$ cat config.mk
export PLATFORM = sky130hd
export DESIGN_NAME = bcd_to_bin_seq_flat
export DESIGN_NICKNAME = d
export VERILOG_FILES = /design/src/rtl/bcd_pkg.sv /design/src/rtl/bcd_to_bin_seq_if.sv /design/src/rtl/bcd_nibble_adjust.sv /design/src/rtl/bcd_to_bin_seq.sv /design/src/flat_wrapper.sv
export SDC_FILE = /design/constraint.sdc
export NUM_CORES = 1
export LEC_CHECK = 0
export ABC_AREA = 0
export CORE_ASPECT_RATIO = 1.5
export CORE_MARGIN = 2
export CORE_UTILIZATION = 46
export CTS_BUF_LIST = sky130_fd_sc_hd__clkbuf_16
export DETAILED_ROUTE_END_ITERATION = 6
export GPL_ROUTABILITY_DRIVEN = 0
export PLACE_DENSITY_LB_ADDON = 0.05
export SLEW_MARGIN = 5
export SYNTH_ARGS = -nofsm -noshare
export SYNTH_HDL_FRONTEND = slang
export SYNTH_HIERARCHICAL = 1
export SYNTH_SLANG_ARGS = --single-unit
$ cat constraint.sdc
create_clock -name clk -period 3.48 [get_ports clk]
set_input_delay 0.696 -clock clk [delete_from_list [all_inputs] [get_ports clk]]
set_output_delay 0.696 -clock clk [all_outputs]
set_load 0.005 [all_outputs]
$ cat src/rtl/bcd_pkg.sv
// Shared BCD definitions for the BCD<->binary conversion paths.
package bcd_pkg;

  localparam int BCD_NIBBLE_W = 4;

  typedef enum logic [1:0] {
    IDLE  = 2'd0,
    SHIFT = 2'd1,
    DONE  = 2'd2
  } state_e;

  function automatic logic bcd_valid(input logic [BCD_NIBBLE_W-1:0] nibble);
    return (nibble <= 4'd9);
  endfunction

endpackage

$ cat src/rtl/bcd_to_bin_seq_if.sv
// Start/done handshake and data bus of the sequential BCD-to-binary converter.
interface bcd_to_bin_seq_if #(
  parameter int NUM_DIGITS = 2,
  parameter int BIN_W      = 7
);

  logic                    start;
  logic [4*NUM_DIGITS-1:0] bcd_in;
  logic                    busy;
  logic                    done;
  logic [BIN_W-1:0]        bin_out;
  logic                    err;

  modport master (
    output start, bcd_in,
    input  busy, done, bin_out, err
  );

  modport slave (
    input  start, bcd_in,
    output busy, done, bin_out, err
  );

endinterface

$ cat src/rtl/bcd_nibble_adjust.sv
// Reverse double-dabble correction for one BCD digit: take 3 off any nibble >= 8.
module bcd_nibble_adjust
  import bcd_pkg::*;
(
  input  logic [BCD_NIBBLE_W-1:0] nib_i,
  output logic [BCD_NIBBLE_W-1:0] nib_o
);

  // Four-bit wrap is harmless: only validated digits ever reach this path.
  always_comb begin
    if (nib_i >= 4'd8) begin
      nib_o = nib_i - 4'd3;
    end else begin
      nib_o = nib_i;
    end
  end

endmodule

$ cat src/rtl/bcd_to_bin_seq.sv
// Sequential BCD-to-binary converter: one reverse double-dabble shift per clock,
// start/done handshake, invalid digits flagged with err and a zero result.
module bcd_to_bin_seq
  import bcd_pkg::*;
#(
  parameter int NUM_DIGITS = 2,
  parameter int BIN_W      = 7
) (
  input logic               clk,
  input logic               rst_n,
  bcd_to_bin_seq_if.slave   bus
);

  localparam int BCD_W = BCD_NIBBLE_W * NUM_DIGITS;
  localparam int CNT_W = $clog2(BIN_W + 1);
  localparam logic [CNT_W-1:0] LAST_SHIFT = CNT_W'(BIN_W - 1);

  function automatic longint pow10(input int n);
    longint r;
    r = 64'sd1;
    for (int i = 0; i < n; i++) begin
      r = r * 64'sd10;
    end
    return r;
  endfunction

  if ((64'sd1 <<< BIN_W) <= (pow10(NUM_DIGITS) - 64'sd1)) begin : g_width_check
    $error("BIN_W too narrow for NUM_DIGITS BCD digits");
  end

  state_e             state_q, state_d;
  logic [BCD_W-1:0]   bcd_q, bcd_d;
  logic [BIN_W-1:0]   bin_q, bin_d;
  logic [CNT_W-1:0]   cnt_q, cnt_d;
  logic [BIN_W-1:0]   bin_out_q, bin_out_d;
  logic               err_q, err_d;

  logic [BCD_W-1:0]   bcd_shift_s;
  logic [BCD_W-1:0]   bcd_adj_s;
  logic [BIN_W-1:0]   bin_shift_s;
  logic               all_valid_s;

  assign bcd_shift_s = {1'b0, bcd_q[BCD_W-1:1]};
  assign bin_shift_s = {bcd_q[0], bin_q[BIN_W-1:1]};

  for (genvar g = 0; g < NUM_DIGITS; g++) begin : g_adj
    bcd_nibble_adjust u_adj (
      .nib_i (bcd_shift_s[g*BCD_NIBBLE_W +: BCD_NIBBLE_W]),
      .nib_o (bcd_adj_s[g*BCD_NIBBLE_W +: BCD_NIBBLE_W])
    );
  end

  // Every input digit must be 0..9 before a conversion is attempted.
  always_comb begin
    all_valid_s = 1'b1;
    for (int i = 0; i < NUM_DIGITS; i++) begin
      all_valid_s = all_valid_s & bcd_valid(bus.bcd_in[i*BCD_NIBBLE_W +: BCD_NIBBLE_W]);
    end
  end

  // Next-state and datapath control.
  always_comb begin
    state_d   = state_q;
    bcd_d     = bcd_q;
    bin_d     = bin_q;
    cnt_d     = cnt_q;
    bin_out_d = bin_out_q;
    err_d     = err_q;
    case (state_q)
      IDLE: begin
        if (bus.start) begin
          bcd_d     = bus.bcd_in;
          bin_d     = '0;
          cnt_d     = '0;
          bin_out_d = '0;
          err_d     = ~all_valid_s;
          state_d   = all_valid_s ? SHIFT : DONE;
        end else begin
          state_d = IDLE;
        end
      end
      SHIFT: begin
        bcd_d = bcd_adj_s;
        bin_d = bin_shift_s;
        cnt_d = cnt_q + {{(CNT_W-1){1'b0}}, 1'b1};
        if (cnt_q == LAST_SHIFT) begin
          bin_out_d = bin_shift_s;
          state_d   = DONE;
        end else begin
          state_d = SHIFT;
        end
      end
      DONE: begin
        state_d = IDLE;
      end
      default: begin
        state_d = IDLE;
      end
    endcase
  end

  // State and datapath registers; reset aborts any conversion in flight.
  always_ff @(posedge clk or negedge rst_n) begin
    if (!rst_n) begin
      state_q   <= IDLE;
      bcd_q     <= '0;
      bin_q     <= '0;
      cnt_q     <= '0;
      bin_out_q <= '0;
      err_q     <= 1'b0;
    end else begin
      state_q   <= state_d;
      bcd_q     <= bcd_d;
      bin_q     <= bin_d;
      cnt_q     <= cnt_d;
      bin_out_q <= bin_out_d;
      err_q     <= err_d;
    end
  end

  assign bus.busy    = (state_q == SHIFT);
  assign bus.done    = (state_q == DONE);
  assign bus.bin_out = bin_out_q;
  assign bus.err     = err_q;

endmodule

$ cat src/flat_wrapper.sv
// flat-port wrapper written by rule: the top's interface ports become plain ports
module bcd_to_bin_seq_flat import bcd_pkg::*;
#(
  parameter int NUM_DIGITS = 2,
  parameter int BIN_W      = 7
)
  (clk, rst_n, bus_start, bus_bcd_in, bus_busy, bus_done, bus_bin_out, bus_err);
  bcd_to_bin_seq_if #(.NUM_DIGITS(NUM_DIGITS), .BIN_W(BIN_W)) bus_i ();
  input logic clk;
  input logic rst_n;
  input wire logic [$bits(bus_i.start)-1:0] bus_start;
  input wire logic [$bits(bus_i.bcd_in)-1:0] bus_bcd_in;
  output wire logic [$bits(bus_i.busy)-1:0] bus_busy;
  output wire logic [$bits(bus_i.done)-1:0] bus_done;
  output wire logic [$bits(bus_i.bin_out)-1:0] bus_bin_out;
  output wire logic [$bits(bus_i.err)-1:0] bus_err;
  assign bus_i.start = bus_start;
  assign bus_i.bcd_in = bus_bcd_in;
  assign bus_busy = bus_i.busy;
  assign bus_done = bus_i.done;
  assign bus_bin_out = bus_i.bin_out;
  assign bus_err = bus_i.err;
  bcd_to_bin_seq #(.NUM_DIGITS(NUM_DIGITS), .BIN_W(BIN_W)) u_core (.clk(clk), .rst_n(rst_n), .bus(bus_i));
endmodule
Word level (Yosys, flattened, before mapping)
Cells that the tools add are included.
{"block": "word_totals", "ff_bits": 28, "input_bits": 11, "out_inout_bits": 10, "word_cells": 39}
{"block": "op_classes", "n_addsub": 3, "magnitude_cmp": 4, "eq_ne": 5, "mux": 14, "n_bitwise": 2, "n_reduce_logical": 5}
{"op": "7-bit case mux with 2 select lines", "count": 2}
{"op": "8-bit case mux with 2 select lines", "count": 1}
{"op": "7-bit two-way mux", "count": 2}
{"op": "4-bit less-or-equal comparator (second input constant)", "count": 2}
{"op": "4-bit two-way mux", "count": 2}
{"op": "8-bit two-way mux", "count": 1}
{"op": "2-bit two-way mux", "count": 3}
{"op": "3-bit case mux with 2 select lines", "count": 1}
{"op": "3-bit by 4-bit >= comparator with 1-bit output (second input constant)", "count": 1}
{"op": "4-bit >= comparator (second input constant)", "count": 1}
{"op": "2-bit case mux with 2 select lines", "count": 1}
{"op": "2-bit AND reduction", "count": 2}
{"op": "3-bit by 2-bit subtractor with 4-bit output (second input constant)", "count": 1}
{"op": "4-bit by 2-bit subtractor with 4-bit output (second input constant)", "count": 1}
{"op": "3-bit by 1-bit adder with 3-bit output (second input constant)", "count": 1}
{"op": "3-bit == test (second input constant)", "count": 1}
{"op": "3-bit two-way mux", "count": 1}
{"op": "3-bit AND reduction", "count": 1}
{"op": "2-bit by 1-bit == test with 1-bit output (second input constant)", "count": 1}
{"op": "2-bit == test (second input constant)", "count": 1}
{"op": "2-bit zero test", "count": 1}
{"op": "2-bit by 1-bit != test with 1-bit output (second input constant)", "count": 1}
{"op": "2-bit != test (second input constant)", "count": 1}
{"op": "2-bit nonzero test", "count": 1}
{"op": "other kinds (2)", "count": 2}

Longest topological paths before layout
{"block": "logic_depth", "depth_word": 5, "ltp_mapped": 6, "mapped_depth_nobuf": 6}

By module
Netlist, hierarchy kept.
{"module": "bcd_to_bin_seq", "instances": 1, "cells_each": 102, "area_each_um2": 1219.9, "seq_area_each_um2": 675.6}
{"module": "bcd_nibble_adjust", "instances": 2, "cells_each": 11, "area_each_um2": 76.3, "seq_area_each_um2": 0.0}

Least setup slack after synthesis
OpenSTA, ideal clock, no wires.
{"block": "synth_path", "path_kind": "input port to flip-flop", "start": "input port bus_start", "end": "register u_core.bin_out_q[1] (netlist: u_core/bus.bin_out[1])", "setup_time_ns": 0.125, "t_arrival_ns": 1.526, "required_ns": 3.355, "path_slack_ns": 1.829, "cell_stages": 3, "path_cell_list": "or3b_4 -> o21ai_4 -> mux2_4"}
{"block": "synth_between", "elab_chain_len": 2}
{"item": "from (decl)", "line": "flat_wrapper.sv:11", "rtl": "input wire logic [$bits(bus_i.start)-1:0] bus_start;"}
{"item": "2-bit != test (no source line)"}
{"item": "3-bit AND reduction (no source line)"}
{"item": "to (signal assigned)", "line": "bcd_to_bin_seq.sv:116", "rtl": "bin_out_q <= bin_out_d;"}
{"item": "to (decl)", "line": "bcd_to_bin_seq.sv:35", "rtl": "logic [BIN_W-1:0] bin_out_q, bin_out_d;"}
No other way between the ends.
A chain may end at the register's enable or synchronous reset.

Worst setup path in the final report
{"block": "layout_path", "start": "register u_core.state_q[1]", "end": "output port bus_busy"}
{"block": "layout_between", "elab_chain_len": 1}
{"item": "from (decl)", "line": "bcd_to_bin_seq.sv:31", "rtl": "state_e state_q, state_d;"}
{"item": "from (signal assigned)", "line": "bcd_to_bin_seq.sv:112", "rtl": "state_q <= state_d;"}
{"item": "2-bit by 1-bit == test with 1-bit output", "line": "bcd_to_bin_seq.sv:121", "rtl": "assign bus.busy = (state_q == SHIFT);"}
{"item": "to (decl)", "line": "flat_wrapper.sv:13", "rtl": "output wire logic [$bits(bus_i.busy)-1:0] bus_busy;"}
No other way between the ends.

==> run_results.csv <==
group,metric,value,unit
logic_synthesis,synthTopCellsByCount,"dfrtp_1 (27), nand2_1 (17), o21ai_0 (14)",
logic_synthesis,async_reset_ff_frac,1.00,
logic_synthesis,synth_mux_area_frac,0.147,
logic_synthesis,seq_area_frac_synth,0.492,
logic_synthesis,synth_area_leaders,"dfrtp_1 (49%), mux2i_1 (7.3%), mux2_4 (6.6%)",
power,power_density,742,mW/mm²
cts,clkLatencyLatePin,260,ps
grt,antenna_found_initial,0,
cts,clk_path_buf_depth,2,
cts,cts_tree,"built",
die,rows,24,
logic_synthesis,yosysTopAreaCell,"dfrtp_1",
power,p_leak,0.832,nW
die,start_util,0.476,
sta,tns,0,ps
cts,cts_resized,0,
power,irDropWorstVdd,0.371,mV
routing,drt-pass1-iter-count,3,
final_layout,drive_gt1_frac,0.106,
placement,dp_hpwl,1750,µm
logic_synthesis,yosysMostFrequentCell,"dfrtp_1",
sta,clock_skew,2.27,ps
worst_setup_path,crit_path_start,"u_core/state_q[1]",
worst_setup_path,worstPathArrival,1700,ps
routing,num_vias,929,
final_layout,area_growth,24.5,%
routing,drc,0,
sta,timing.fmax,417,MHz
logic_synthesis,synth_top_family_by_area,"multiplexers",
cts,post_cts_buffers,0,
sta,finalMaxSlewViolations,0,
cts,cts_num_sinks,27,
cts,htree_num_levels,1,
placement,dpl_cell_area,0.00163,mm²
worst_setup_path,critPathLaunchType,"flip-flop",
logic_synthesis,synth_xor_area_frac,0.0255,
status,status,"complete, no violations",
logic_synthesis,yosys.area_share.adder,0.0547,
min_path,hp-class,"flip-flop to flip-flop",
power,power,1.27,mW
min_path,min_from,"u_core/bin_q[3]",
logic_synthesis,avgSynthCellArea,11.1,µm²
placement,io_buffers,20,
die,dieArea,0.00345,mm²
logic_synthesis,ys.flop_type,"dfrtp_1",
sta,hold_violations,0,
grt,grt_pass1_vias,943,
logic_synthesis,syn_area,0.00137,mm²
sta,worst_pin_slew,639,ps
logic_synthesis,synth_edf_count,0,
cts,postCtsHoldBufs,0,
final_layout,n_fill_cell,263,
grt,grt_pass1_wl,4220,µm
die,die_w,48.6,µm
routing,postRouteAntennaNets,0,
final_layout,fin_nets,169,
sta,finalCritPeriodShare,0.689,
sta,rsz0062_at_grt,"false",
logic_synthesis,yosysTopAreaCellShare,0.492,
logic_synthesis,synth-compound-area-share,0.122,
flow_run,cap_violations,0,
sta,period_needed,2400,ps
logic_synthesis,synth-simple-area-share,0.117,
sta,finalSetupViolations,0,
worst_setup_path,reg2reg_depth,4,
die,io_pins,21,
routing,drt_iter0_drc,30,
routing,detail_route.wl_per_cell,12.4,µm
min_path,min_path_cells,1,
grt,grt_max_degree,28,
worst_setup_path,crit_path_end_kind,"primary output",
die,core_area,0.00288,mm²
cts,clockRootBuffer,"clkbuf_16",
logic_synthesis,ys_ff_latch,27,
cts,cts_buffers,3,
worst_setup_path,r2r_slack,1910,ps
logic_synthesis,synthCells,124,
routing,wl,2350,µm
worst_setup_path,worstSetupPathType,"flip-flop to primary output",
grt,grt.total_usage,0.157,
worst_setup_path,r2r-start,"u_core/state_q[0]",
sta,slew_headroom,0.573,
final_layout,stdcell_area,0.00171,mm²
routing,viasPerCell,4.89,
grt,grt_overflow,0,
logic_synthesis,yosys_warnings,6,
cts,clk_pin_slew_worst_paths,60,ps
worst_setup_path,crit_required,2780,ps
worst_setup_path,crit_fanout,19,
final_layout,antenna_cells,0,
die,die_h,70.9,µm
logic_synthesis,yosys.cell_types.count,26,
==> where the power goes <==
group / internal [mW] / switching (mW)
clock: 0.154 / 0.0992
combinational: 0.261 / 0.230
sequential: 0.425 / 0.0989
==> cell families (layout without fill, tap and decap cells) <==
logic type | Yosys count | in the layout
AOI/OAI and AO/OA | 27 | 27
muxes | 17 | 17
adders and majority gates | 6 | 6
DFF | 27 | 27
other | 1 | 5
buffers and inverters | 11 | 34
and+or+nand+nor | 31 | 31
xor gates and xnor gates | 4 | 4
==> sequential cells by signal, summed over array words and instances, names as in the netlist <==
signal and flops:
u_core/bcd_q 8, u_core/bus.bin_out 7, u_core/bin_q 6, u_core/cnt_q 3, u_core/state_q 2, u_core/bus.err 1
==> cell type report <==
class                      count  area (µm²)  share of cell area
sequential                    27         676               0.395
multi-input combinational     90         658               0.385
timing repair buffer          22         215               0.126
clock buffer                   3        75.1              0.0439
tap                           39        48.8              0.0286
inverter                       8        32.5              0.0190
clock inverter                 1        3.75             0.00220
==> metrics by stage <==
stage	setup WS (ps)	utilization	hold WS, ps	instances
after floorplan	1830	-	400	128
after global placement	1260	0.566	454	186
after detailed placement	1190	0.566	457	186
after CTS	1070	0.593	472	190
after global routing	1000	0.593	482	190
final	1080	0.593	470	190
==> cell usage in the layout (no fill, tap or decap), drive strengths merged <==
cell | Yosys | final
a21o | 6 | 6
a21oi | 3 | 3
and2 | 6 | 6
buf | 3 | 2
clkbuf | 0 | 3
clkdlybuf4s50 | 0 | 20
conb | 1 | 5
dfrtp | 27 | 27
ha | 6 | 6
inv | 8 | 9
mux2 | 7 | 7
mux2i | 10 | 10
nand2 | 17 | 17
nand2b | 3 | 3
nor2b | 3 | 3
nor3b | 1 | 1
o21ai | 16 | 16
o21bai | 1 | 1
o2bb2ai | 1 | 1
or3b | 1 | 1
xnor2 | 2 | 2
xor2 | 2 | 2
==> metal layers <==
metal  track usage  vias up  part of all wire
met4        0.0762        0             0.014
met2         0.289       16              0.54
met1         0.175      445              0.42
li1              -      464                 -
met5             0        -                 0
met3        0.0211        4             0.024
==> critical path, cell delays in order, from the launching register on <==
cell,delay (ps)
dfrtp_1,410
nand2b_2,260
inv_4,230
clkdlybuf4s50_1,550
==> worst paths after layout <==
kind | endpoint
hold reg to reg | u_core/bin_q[3]
min in group asynchronous | u_core/state_q[0]
setup / recovery | bus_busy
setup reg to reg | u_core/cnt_q[2]
hold / removal | u_core/bin_q[3]
max in group asynchronous | u_core/bcd_q[1]
No activity file was read; power rests on OpenSTA's default activity.
